<file path="src/rtl/hist_eq_bank_scheduler.sv">
// N-bank frame scheduler for histogram equalisation: the CDF-build stage runs up to NUM_BANKS-1 frames ahead of the remap stage.
// Optional HIST_EQ_FRAME_CNT_EN adds the frame_count and overrun ports.
module hist_eq_bank_scheduler #(
    parameter int NUM_BANKS = 2,
    parameter int BANK_W    = 1,
    parameter int CDF_W     = 20,
    parameter int PIXELS    = 307200
) (
    input  logic              clock,
    input  logic              reset,
    input  logic              start,
    input  logic              stop,
    output logic              input_start,
    input  logic              input_done,
    output logic              output_start,
    input  logic              output_done,
    input  logic              cdf_valid,
    input  logic [CDF_W-1:0]  cdf_min,
    output logic [BANK_W-1:0] input_bank,
    output logic [BANK_W-1:0] output_bank,
    output logic [CDF_W-1:0]  cdf_min_out,
    output logic [CDF_W-1:0]  divisor,
    output logic              busy
`ifdef HIST_EQ_FRAME_CNT_EN
    ,
    output logic [15:0]       frame_count,
    output logic              overrun
`endif
);

    localparam int FILL_W = $clog2(NUM_BANKS + 1);
    localparam logic [FILL_W-1:0] FULL      = FILL_W'(NUM_BANKS);
    localparam logic [BANK_W-1:0] LAST_BANK = BANK_W'(NUM_BANKS - 1);
    localparam logic [CDF_W-1:0]  PIXELS_C  = CDF_W'(PIXELS);

    typedef enum logic [1:0] {IDLE, RUN, DRAIN} state_t;

    state_t            state_reg, state_next;
    logic [FILL_W-1:0] fill_count_reg, fill_count_next;
    logic [BANK_W-1:0] input_bank_reg, input_bank_next;
    logic [BANK_W-1:0] output_bank_reg, output_bank_next;
    logic              input_start_reg, input_start_next;
    logic              output_start_reg, output_start_next;
    logic              stop_pending_reg, stop_pending_next;
    logic [CDF_W-1:0]  cdf_reg [NUM_BANKS];
    logic [CDF_W-1:0]  diff;
    logic              in_fire, out_fire;

    // Completion pulses only count while the matching stage is actually running.
    assign in_fire  = input_done & input_start_reg;
    assign out_fire = output_done & output_start_reg;

    always_comb begin
        state_next        = state_reg;
        stop_pending_next = stop_pending_reg;
        fill_count_next   = fill_count_reg;
        input_bank_next   = input_bank_reg;
        output_bank_next  = output_bank_reg;

        if (in_fire && !out_fire)
            fill_count_next = fill_count_reg + 1'b1;
        else if (out_fire && !in_fire)
            fill_count_next = fill_count_reg - 1'b1;
        if (in_fire)
            input_bank_next = (input_bank_reg == LAST_BANK) ? '0 : input_bank_reg + 1'b1;
        if (out_fire)
            output_bank_next = (output_bank_reg == LAST_BANK) ? '0 : output_bank_reg + 1'b1;

        case (state_reg)
            IDLE: begin
                stop_pending_next = 1'b0;
                if (start)
                    state_next = RUN;
            end
            RUN: begin
                if (stop) begin
                    state_next        = DRAIN;
                    stop_pending_next = input_start_reg && !in_fire;
                end
            end
            DRAIN: begin
                if (in_fire)
                    stop_pending_next = 1'b0;
                if (fill_count_reg == '0 && !input_start_reg && !stop_pending_reg)
                    state_next = IDLE;
            end
            default: state_next = IDLE;
        endcase

        // Both strobes drop for at least one cycle after their done pulse.
        if (input_start_reg)
            input_start_next = !in_fire;
        else
            input_start_next = (state_reg == RUN) && !stop && (fill_count_next < FULL);

        if (output_start_reg)
            output_start_next = !out_fire;
        else
            output_start_next = (state_reg != IDLE) && (fill_count_next != '0);
    end

    always_ff @(posedge clock) begin
        if (reset) begin
            state_reg        <= IDLE;
            stop_pending_reg <= 1'b0;
            fill_count_reg   <= '0;
            input_bank_reg   <= '0;
            output_bank_reg  <= '0;
            input_start_reg  <= 1'b0;
            output_start_reg <= 1'b0;
        end else begin
            state_reg        <= state_next;
            stop_pending_reg <= stop_pending_next;
            fill_count_reg   <= fill_count_next;
            input_bank_reg   <= input_bank_next;
            output_bank_reg  <= output_bank_next;
            input_start_reg  <= input_start_next;
            output_start_reg <= output_start_next;
        end
    end

    // A cdf_valid coincident with input_done still lands in the pre-increment bank.
    generate
        for (genvar gi = 0; gi < NUM_BANKS; gi++) begin : g_cdf
            always_ff @(posedge clock) begin
                if (reset)
                    cdf_reg[gi] <= '0;
                else if (cdf_valid && input_start_reg && input_bank_reg == BANK_W'(gi))
                    cdf_reg[gi] <= cdf_min;
            end
        end
    endgenerate

    assign cdf_min_out  = cdf_reg[output_bank_reg];
    assign diff         = PIXELS_C - cdf_min_out;
    assign divisor      = (cdf_min_out >= PIXELS_C || diff == '0) ? CDF_W'(1) : diff;
    assign input_start  = input_start_reg;
    assign output_start = output_start_reg;
    assign input_bank   = input_bank_reg;
    assign output_bank  = output_bank_reg;
    assign busy         = (state_reg != IDLE);

`ifdef HIST_EQ_FRAME_CNT_EN
    logic [15:0] frame_count_reg;
    logic        overrun_reg;

    always_ff @(posedge clock) begin
        if (reset) begin
            frame_count_reg <= '0;
            overrun_reg     <= 1'b0;
        end else begin
            if (out_fire)
                frame_count_reg <= frame_count_reg + 16'd1;
            overrun_reg <= ((start && state_reg == IDLE) ? 1'b0 : overrun_reg)
                           | (cdf_valid & ~input_start_reg);
        end
    end

    assign frame_count = frame_count_reg;
    assign overrun     = overrun_reg;
`endif

endmodule

</file>
<file path="config.mk">
export PLATFORM = sky130hd
export DESIGN_NAME = hist_eq_bank_scheduler
export DESIGN_NICKNAME = d
export VERILOG_FILES = /design/src/rtl/hist_eq_bank_scheduler.sv
export SDC_FILE = /design/constraint.sdc
export NUM_CORES = 1
export LEC_CHECK = 0
export CAP_MARGIN = 20
export CORE_MARGIN = 2
export CORE_UTILIZATION = 45
export DETAILED_ROUTE_END_ITERATION = 8
export GPL_ROUTABILITY_DRIVEN = 0
export PLACE_DENSITY = 0.71
export SLEW_MARGIN = 30
export SYNTH_ARGS = -nofsm -noshare
export SYNTH_HDL_FRONTEND = slang
export SYNTH_SLANG_ARGS = --single-unit
</file>
<file path="constraint.sdc">
create_clock -name clock -period 4.25 [get_ports clock]
set_input_delay 0.85 -clock clock [delete_from_list [all_inputs] [get_ports clock]]
set_output_delay 0.85 -clock clock [all_outputs]
set_load 0.05 [all_outputs]
</file>
# Yosys cells after proc, flatten, opt, wreduce, memory -nomap -nowiden
# Memory sizes are Yosys's and may differ from the RTL's. A register that Yosys moved wholly into a read port is not among the register bits.
# Index checks and enable logic that the tools add are counted.
[op_classes]
addsub = 5
multipliers = 0
div = 0
magnitude_cmp = 2
n_eq_ne = 6
shift = 0
n_mux = 26
bitwise = 5
reduce_logical = 25
[op_table]
columns = ["operator", "count"]
rows = [
  ["$mux W20", 3],
  ["$ge A20 B19 Y1 const B", 1],
  ["$logic_not A20 Y1", 1],
  ["$sub A19 B20 Y20 const A", 1],
  ["$mux W1", 16],
  ["$logic_and A1 B1 Y1", 11],
  ["$mux W2", 5],
  ["$ne A2 B2 Y1 const B", 4],
  ["$pmux W2 S3", 1],
  ["$reduce_and A3 Y1", 2],
  ["$logic_not A1 Y1", 5],
  ["$logic_not A2 Y1", 2],
  ["$reduce_bool A2 Y1", 2],
  ["$pmux W1 S3", 1],
  ["$reduce_bool A3 Y1", 1],
  ["$add A1 B1 Y1 const B", 2],
  ["$add A2 B1 Y2 const B", 1],
  ["$and A1 B1 Y1", 2],
  ["$eq A2 B1 Y1 const B", 1],
  ["$eq A2 B2 Y1 const B", 1],
  ["$lt A2 B2 Y1 const B", 1],
  ["$or A1 B1 Y1", 2],
  ["$sub A2 B1 Y2 const B", 1],
  ["$logic_or A1 B1 Y1", 1],
  ["$not A1 Y1", 1],
]
[word_totals]
reg_bits = 9
latch_bits = 0
ram_bits = 40
romBits = 0
inputBits = 27
output_inout_bits = 45
wordCells = 77
mem_count = 1
[memory_table]
columns = ["memory", "depth", "width", "rd", "rd_ports_with_merged_regs", "write_ports", "line", "source"]
rows = [
  ["cdf_reg", 2, 20, 1, 1, 2, "45", "logic [CDF_W-1:0] cdf_reg [NUM_BANKS];"],
]

# Logic depth before layout (Yosys ltp)
[logic_depth]
word_depth = 8
ltp_mapped = 14
mapped_depth_nobuf = 9

# Worst setup path before layout
# OpenSTA, ideal clock, no wires.
[synth_timing]
kind = "register to output"
from = "register (tool-made name)"
to = "output divisor[1]"
t_arrival_ns = 3.845
required_time_ns = 3.400
path_slack_ns = -0.445
path_stages_with_launch = 15
path_buffers = 5
cell_sequence = "dfxtp_1 > buf_6 > buf_2 > buf_2 > buf_2 > mux2_2 > inv_1 > ha_1 > clkbuf_1 > and4_1 > o21ai_1 > and3_1 > or3_1 > and4_4 > a21oi_1"
[synth_rtl]
columns = ["element", "line", "source"]
rows = [
  ["end: declaration", "22", "output logic [CDF_W-1:0] divisor,"],
]

==> impl_metrics.ini <==
[clocking]
clock_latency_ps = 300
cts_setup_buffers = 0
cts_buffers = 5
ctsLongestPathBuffers = 2
clkTransAtPathRegs_ps = 80
cts_sinks = 50
cts-root-buf = clkbuf_8
holdBufCountCts = 0
htreeDepth = 2
cts_tree = yes
cts_resized = 0

[detailed_routing]
vias = 2529
ant_nets = 0
post_drt_via_cell_ratio = 5.415
routed_wl_mm = 7.009
drt-initial-drc-count = 128
remaining_drc_errors = 0
wire_per_inst_um = 15.01
dr.pass1.iters = 4

[run]
maxCapViolCount = 0

[timing]
relSlewSlack_pct = 43.28
hold_viol_final = 0
fin_hold_ws_ps = 515.9
drv_slew = 0
final.setup.worst_slack_ps = 269.5
max_freq_ghz = 0.2512
fin_skew_ps = 4.372
worst_pin_slew_ps = 844.3
rsz0062_at_grt = no
setup_viol = 0
period_minus_slack_ps = 3980
period_share_pct = 93.66

[logic_synthesis]
syn_nets = 348
yosys_warnings = 0
syn-cell-area_mm2 = 0.003065
ys_seq_elements = 50
synthFlopType = edfxtp_1
yosysUniqueCellTypes = 55
synthCells = 318
yosysSeqAreaShare_pct = 45.71
avgSynthCellArea_um2 = 9.640
synth-async-reset-ratio_pct = 0
synth_edf_count = 40

[setup_path]
regToRegSetupSlack_ps = 2360
start_kind = register
crit_chain = mux2_2, inv_1, ha_1, and4_1, o21ai_1, and3_1, or3_1, and4_4, a21o_1, buf_12
reg2reg_to = cdf_reg[0][12]$_SDFFCE_PN0P_
critical_path_required_ps = 3400
worstSetupPathType = reg2out
reg2reg_depth = 4
worst_path_max_delay_cell = dfxtp_1
cp_max_fo = 9
end_kind = primary output
reg2reg_from = input_start$_SDFF_PP0_
cp_top_family = simple AND/OR/NAND/NOR gates
path_buf_inv = 2
cp_data_arrival_time_ps = 3130
slowest_delay_ps = 450

[layout]
utilization_pct = 61.35
fill_cells = 567
n_antenna_cell = 0
drive_above_1_share_pct = 13.95
largest_reg_flops = 40
fin_nets = 416
fin_area_mm2 = 0.004099
synthToLayoutAreaGrowth_pct = 33.71

[worst_hold_path]
min_from = stop_pending_reg$_SDFFE_PP0P_
hold_class = reg2reg
whs_endpoint = stop_pending_reg$_SDFFE_PP0P_
whs_path_depth = 2

[power]
power_leakage_nw = 1.593
netSwitchingFraction_pct = 30.24
pwr-share-seq_pct = 45.6
p_switching_w = 0.0003714
p_int_w = 0.0008566
pwr_density_cell_mw_per_mm2 = 299.6
p_clk_share_pct = 26.5
vdd_drop_max_mv = 0.2377
power_frac_comb_pct = 27.9

[grt]
grt_use_met3_pct = 3.905
gr-usage-all-layers_pct = 19.38
grt_max_degree = 21
met2_usage_pct = 30.70
antenna_found_initial = 0
first_global_vias = 2351
grt_use_met1_pct = 27.11
grt_overflow = 0
grt.busiest_layer = met2
grt_pass1_wl_mm = 11.43

[placed_design]
dpl_worst_slack_ps = 624.4
portBuffers = 70
hpwl_mm = 5.458
place_area_mm2 = 0.003989

[floorplan]
start_util_pct = 45.88
coreArea_mm2 = 0.006681
ios = 72
die_h_um = 86.54
die_area_mm2 = 0.007488
rows = 30
die_w_um = 86.54

[run_status]
status = complete, no violations
worst max-delay path by stage:
| stage | startpoint | end | slack (ps) | cells after the start |
|---|---|---|---|---|
| 3_5_place_dp | register | divisor[0] | 620 | 10 |
| 6_report | register | divisor[0] | 270 | 10 |
| 3_3_place_gp | register | divisor[0] | 700 | 10 |
| 5_1_grt | register | divisor[0] | 90 | 10 |
| 4_1_cts | register | divisor[0] | 280 | 10 |
| 2_1_floorplan | register | divisor[1] | -30 | 14 |
per-layer routing:
metal | wire, um | share of wire [%] | up-vias
met3 | 401 | 5.7 | 6
met5 | 0 | 0 | -
met2 | 3192 | 46 | 84
met4 | 70 | 1.0 | 0
li1 | - | - | 1263
met1 | 3345 | 48 | 1176
Yosys cell counts (3+ instances only):
| library cell | instances | area share [%] |
|---|---|---|
| a211oi_1 | 3 | 0.73 |
| a21oi_1 | 13 | 2.1 |
| a221oi_1 | 3 | 0.86 |
| and2_1 | 40 | 8.2 |
| buf_2 | 4 | 0.65 |
| clkbuf_1 | 8 | 0.98 |
| dfxtp_1 | 10 | 6.5 |
| edfxtp_1 | 40 | 39 |
| ha_1 | 3 | 1.2 |
| inv_1 | 21 | 2.6 |
| mux2_2 | 8 | 2.9 |
| mux2i_1 | 12 | 3.9 |
| nand2_1 | 18 | 2.2 |
| nand2b_1 | 4 | 0.82 |
| nand3_1 | 5 | 0.82 |
| nor2_1 | 38 | 4.7 |
| nor2b_1 | 3 | 0.61 |
| nor3_1 | 11 | 1.8 |
| o2111ai_1 | 3 | 0.86 |
| o21ai_0 | 8 | 1.3 |
| o31ai_1 | 3 | 0.73 |
| or3_1 | 6 | 1.2 |
| xnor2_1 | 12 | 3.4 |
| xor2_1 | 3 | 0.86 |
worst reg2reg max path, stage by stage, from the launching register on:
cell and delay, ps:
dfxtp_1 470, nand2_1 160, nor3_1 670, buf_4 310, and2_1 150
metrics by stage:
step           power (W)  TNS [ps]  instances
6_report        0.001228         0        467
5_1_grt         0.001275         0        467
4_1_cts         0.001235         0        467
3_5_place_dp   0.0009133         0        459
3_3_place_gp   0.0009101         0        459
2_1_floorplan  0.0007726    -56.23        318
final cells by class:
type | count | area, um2 | area share [%]
sequential | 50 | 1401 | 34.19
clock inverter | 2 | 37.54 | 0.9158
inverter | 21 | 78.83 | 1.923
clock buffer | 6 | 72.57 | 1.770
timing repair buffer | 75 | 853.3 | 20.82
tap | 80 | 100.1 | 2.442
multi-input combinational | 233 | 1555 | 37.94
logic make-up after synthesis:
| kind of cell | synth area share, % |
|---|---|
| AND/OR/NAND/NOR | 25.67 |
| multiplexers | 6.857 |
| AO/OA/AOI/OAI | 11.31 |
| other | 0.1223 |
| XOR/XNOR | 4.286 |
| adder cells (fa/ha/maj) | 1.225 |
| flip-flops | 45.71 |
| buffers and inverters | 4.817 |
cell usage in the layout, fill, tap and decap left out, drive strengths merged, types with 2 or more instances in the layout:
master / n
nand3: 5
inv: 21
or3b: 3
edfxtp: 40
and3: 2
mux2: 8
dfxtp: 10
mux2i: 12
nand4: 2
o2111ai: 3
or3: 6
and4: 3
or4: 3
clkdlybuf4s50: 51
nand2b: 4
or4b: 2
xnor2: 12
o21ai: 9
a21oi: 13
and2: 41
nor2b: 3
nor3b: 2
nand2: 18
o211ai: 2
nor3: 11
xor2: 3
buf: 24
a221oi: 3
a222oi: 2
o31ai: 3
nor2: 38
clkbuf: 6
ha: 3
a211oi: 3
power groups by stage:
stage	combinational, W	clock, W	sequential [W]
6_report	0.000342	0.000326	0.000560
5_1_grt	0.000362	0.000350	0.000563
4_1_cts	0.000343	0.000332	0.000560
3_5_place_dp	0.000342	0	0.000571
3_3_place_gp	0.000340	0	0.000570
2_1_floorplan	0.000202	0	0.000570
No activity file was read; power rests on OpenSTA's default activity.
==> RTL change (same flow settings) <==
Set the parameter `NUM_BANKS` to 4 (it was 2).
--- a/src/rtl/hist_eq_bank_scheduler.sv
+++ b/src/rtl/hist_eq_bank_scheduler.sv
@@ -1,7 +1,7 @@
 // N-bank frame scheduler for histogram equalisation: the CDF-build stage runs up to NUM_BANKS-1 frames ahead of the remap stage.
 // Optional HIST_EQ_FRAME_CNT_EN adds the frame_count and overrun ports.
 module hist_eq_bank_scheduler #(
-    parameter int NUM_BANKS = 2,
+    parameter int NUM_BANKS = 4,
     parameter int BANK_W    = 1,
     parameter int CDF_W     = 20,
     parameter int PIXELS    = 307200
Formal check against the unedited RTL: not equivalent (a bounded check fails within 10 cycles, from zero or initial values and one cycle with reset high).
==> RTL change against the unedited design <==
  * Synthesized area is 8.1% higher
  * Non-clock buffer count increased by 6
  * Routed wire length rose by 14%
  * Clock power increased by 22%
  * First-iteration DRC count grew 37%
  * Sequential cell count is 1 higher
  * Total power is 34% higher
  * Sequential share of layout area shrank 2.5 points
  * Cell area grew 9.9%
  * Worst setup slack lost 210 ps
  * Utilization grew 1.4 points
  * Register-to-register slack better by 70 ps
  * Global-route usage rose by 0.093 points
  * Critical endpoint unchanged
==> RTL change: results (changes against the unedited design) <==
{
  "power": {
    "leakagePower": {"value": 1.712, "unit": "nW", "change": "was 1.593 nW"},
    "max-vdd-ir-drop": {"value": 250.6, "unit": "µV", "change": "was 237.7 µV"}
  },
  "synth": {
    "synth.top_cells.by_area": {"value": "sky130_fd_sc_hd__edfxtp_1, sky130_fd_sc_hd__and2_1, sky130_fd_sc_hd__dfxtp_1, sky130_fd_sc_hd__mux2_2, sky130_fd_sc_hd__nor2_1", "change": "was sky130_fd_sc_hd__edfxtp_1, sky130_fd_sc_hd__and2_1, sky130_fd_sc_hd__dfxtp_1, sky130_fd_sc_hd__nor2_1, sky130_fd_sc_hd__mux2i_1"},
    "synth_sequential_area_ratio": {"value": 0.4288, "change": "was 0.4571"},
    "synthesis.nets": {"value": 370, "change": "was 348"},
    "average_instance_area_after_synthesis": {"value": 9.806, "unit": "µm²", "change": "was 9.640 µm²"},
    "post_synth_most_frequent_cells": {"value": "sky130_fd_sc_hd__and2_1, sky130_fd_sc_hd__edfxtp_1, sky130_fd_sc_hd__nor2_1", "change": "unchanged"}
  },
  "place": {
    "place_worst_setup_slack": {"value": 323.5, "unit": "ps", "change": "was 624.4 ps"},
    "placedCellCount": {"value": 502, "change": "was 459"},
    "detailed_place_hpwl": {"value": 6.138, "unit": "mm", "change": "was 5.458 mm"}
  },
  "sta": {
    "clock-skew-final": {"value": 8.183, "unit": "ps", "change": "was 4.372 ps"},
    "worst-slew-pin-transition": {"value": 678.8, "unit": "ps", "change": "was 844.3 ps"}
  },
  "finish": {
    "fillers": {"value": 586, "change": "was 567"},
    "final_layout_size_suffix_gt1_frac": {"value": 0.1787, "change": "was 0.1395"},
    "nets": {"value": 445, "change": "was 416"}
  },
  "detailed_routing": {
    "routed_length_per_instance": {"value": 15.59, "unit": "µm", "change": "was 15.01 µm"},
    "met2_routed_wl": {"value": 3.725, "unit": "mm", "change": "was 3.192 mm"},
    "detailedRoute.firstIterationViolations": {"value": 175, "change": "was 128"},
    "routedLengthMet1": {"value": 3.575, "unit": "mm", "change": "was 3.345 mm"}
  },
  "critical_path": {
    "critical_path_arrival": {"value": 3340, "unit": "ps", "change": "was 3130 ps"},
    "crit_fanout": {"value": 6, "change": "was 9"},
    "worst-r2r-setup-slack": {"value": 2430, "unit": "ps", "change": "was 2360 ps"},
    "crit-reg2reg-capture": {"value": "input_start$_SDFF_PP0_", "change": "was cdf_reg[0][12]$_SDFFCE_PN0P_"}
  },
  "grt": {
    "global_route_wire_length_before_repair": {"value": 13.05, "unit": "mm", "change": "was 11.43 mm"},
    "grt_start_max_net_pins": {"value": 34, "change": "was 21"}
  },
  "status": {
    "result_of_the_run": {"value": "completed", "change": "unchanged"}
  },
  "worst_hold_path": {
    "min_from": {"value": "output_start$_SDFF_PP0_", "change": "was stop_pending_reg$_SDFFE_PP0P_"}
  }
}
[RTL change: layout make-up]
type / instances / area [µm²] / area share
tap: 99 / 123.9 / 0.02751
clock inverter: 3 / 67.56 / 0.01500
inverter: 16 / 62.56 / 0.01389
multi-input combinational: 258 / 1871 / 0.4154
clock buffer: 5 / 68.82 / 0.01528
sequential: 51 / 1425 / 0.3165
timing repair buffer: 81 / 884.6 / 0.1964
[RTL change: how the worst max path moves through the flow]
stage          cells past startpoint  start  slack, ps          to
3_3_place_gp                       9   flop        380  divisor[0]
4_1_cts                           11   flop         40  divisor[0]
2_1_floorplan                     14   flop          9  divisor[0]
6_report                          11   flop         60  divisor[0]
3_5_place_dp                       9   flop        320  divisor[0]
5_1_grt                           11   flop        -20  divisor[0]
[RTL change: logic make-up after synthesis]
group | synth area share
other cells | 0.001131
compound gates | 0.1212
mux | 0.07059
fa+ha+maj | 0.01888
flops | 0.4288
simple gates | 0.2654
buf+inv | 0.03624
xor+xnor | 0.05776
[RTL change: routing by layer]
metal | global-route usage | up-vias
met2 | 0.3100 | 100
met4 | 0.08462 | 0
met1 | 0.2582 | 1304
met5 | 0 | -
met3 | 0.04023 | 18
li1 | - | 1384
[RTL change: report_power, final]
| group | internal (W) | leakage [nW] | switching (W) | total (W) |
|---|---|---|---|---|
| combinational | 0.000262 | 1.14 | 0.000393 | 0.000655 |
| sequential | 0.000566 | 0.504 | 0.0000289 | 0.000594 |
| clock | 0.000235 | 0.0644 | 0.000162 | 0.000397 |
| total | 0.00106 | 1.71 | 0.000584 | 0.00165 |
[RTL change: repair_timing]
action / CTS / global route
pin swaps: 0 / 5
hold buffers: 0 / 0
endpoints found under the setup margin: 1 / 2
setup buffers: 0 / 3
gates resized for setup: 2 / 13
[RTL change: critical path, stage by stage, from the launching register on]
cell                        delay, ps
sky130_fd_sc_hd__dfxtp_4          390
sky130_fd_sc_hd__mux2_4           330
sky130_fd_sc_hd__inv_4             70
sky130_fd_sc_hd__ha_4             150
sky130_fd_sc_hd__or4bb_4          480
sky130_fd_sc_hd__a211oi_2         250
sky130_fd_sc_hd__nor3b_2          210
sky130_fd_sc_hd__o21ai_1           90
sky130_fd_sc_hd__a32o_2           260
sky130_fd_sc_hd__a2111oi_4        460
sky130_fd_sc_hd__or3_4            220
sky130_fd_sc_hd__buf_12           130
[RTL change: metrics by stage]
stage,power (W),cell area [µm²],setup TNS (ps),hold slack (ps)
3_3_place_gp,0.001239,4289,0,473.3
5_1_grt,0.001714,4503,-19.97,549.6
3_5_place_dp,0.001249,4292,0,482.5
4_1_cts,0.001640,4436,0,501.2
6_report,0.001646,4503,0,501.8
2_1_floorplan,0.001026,3395,0,470.5
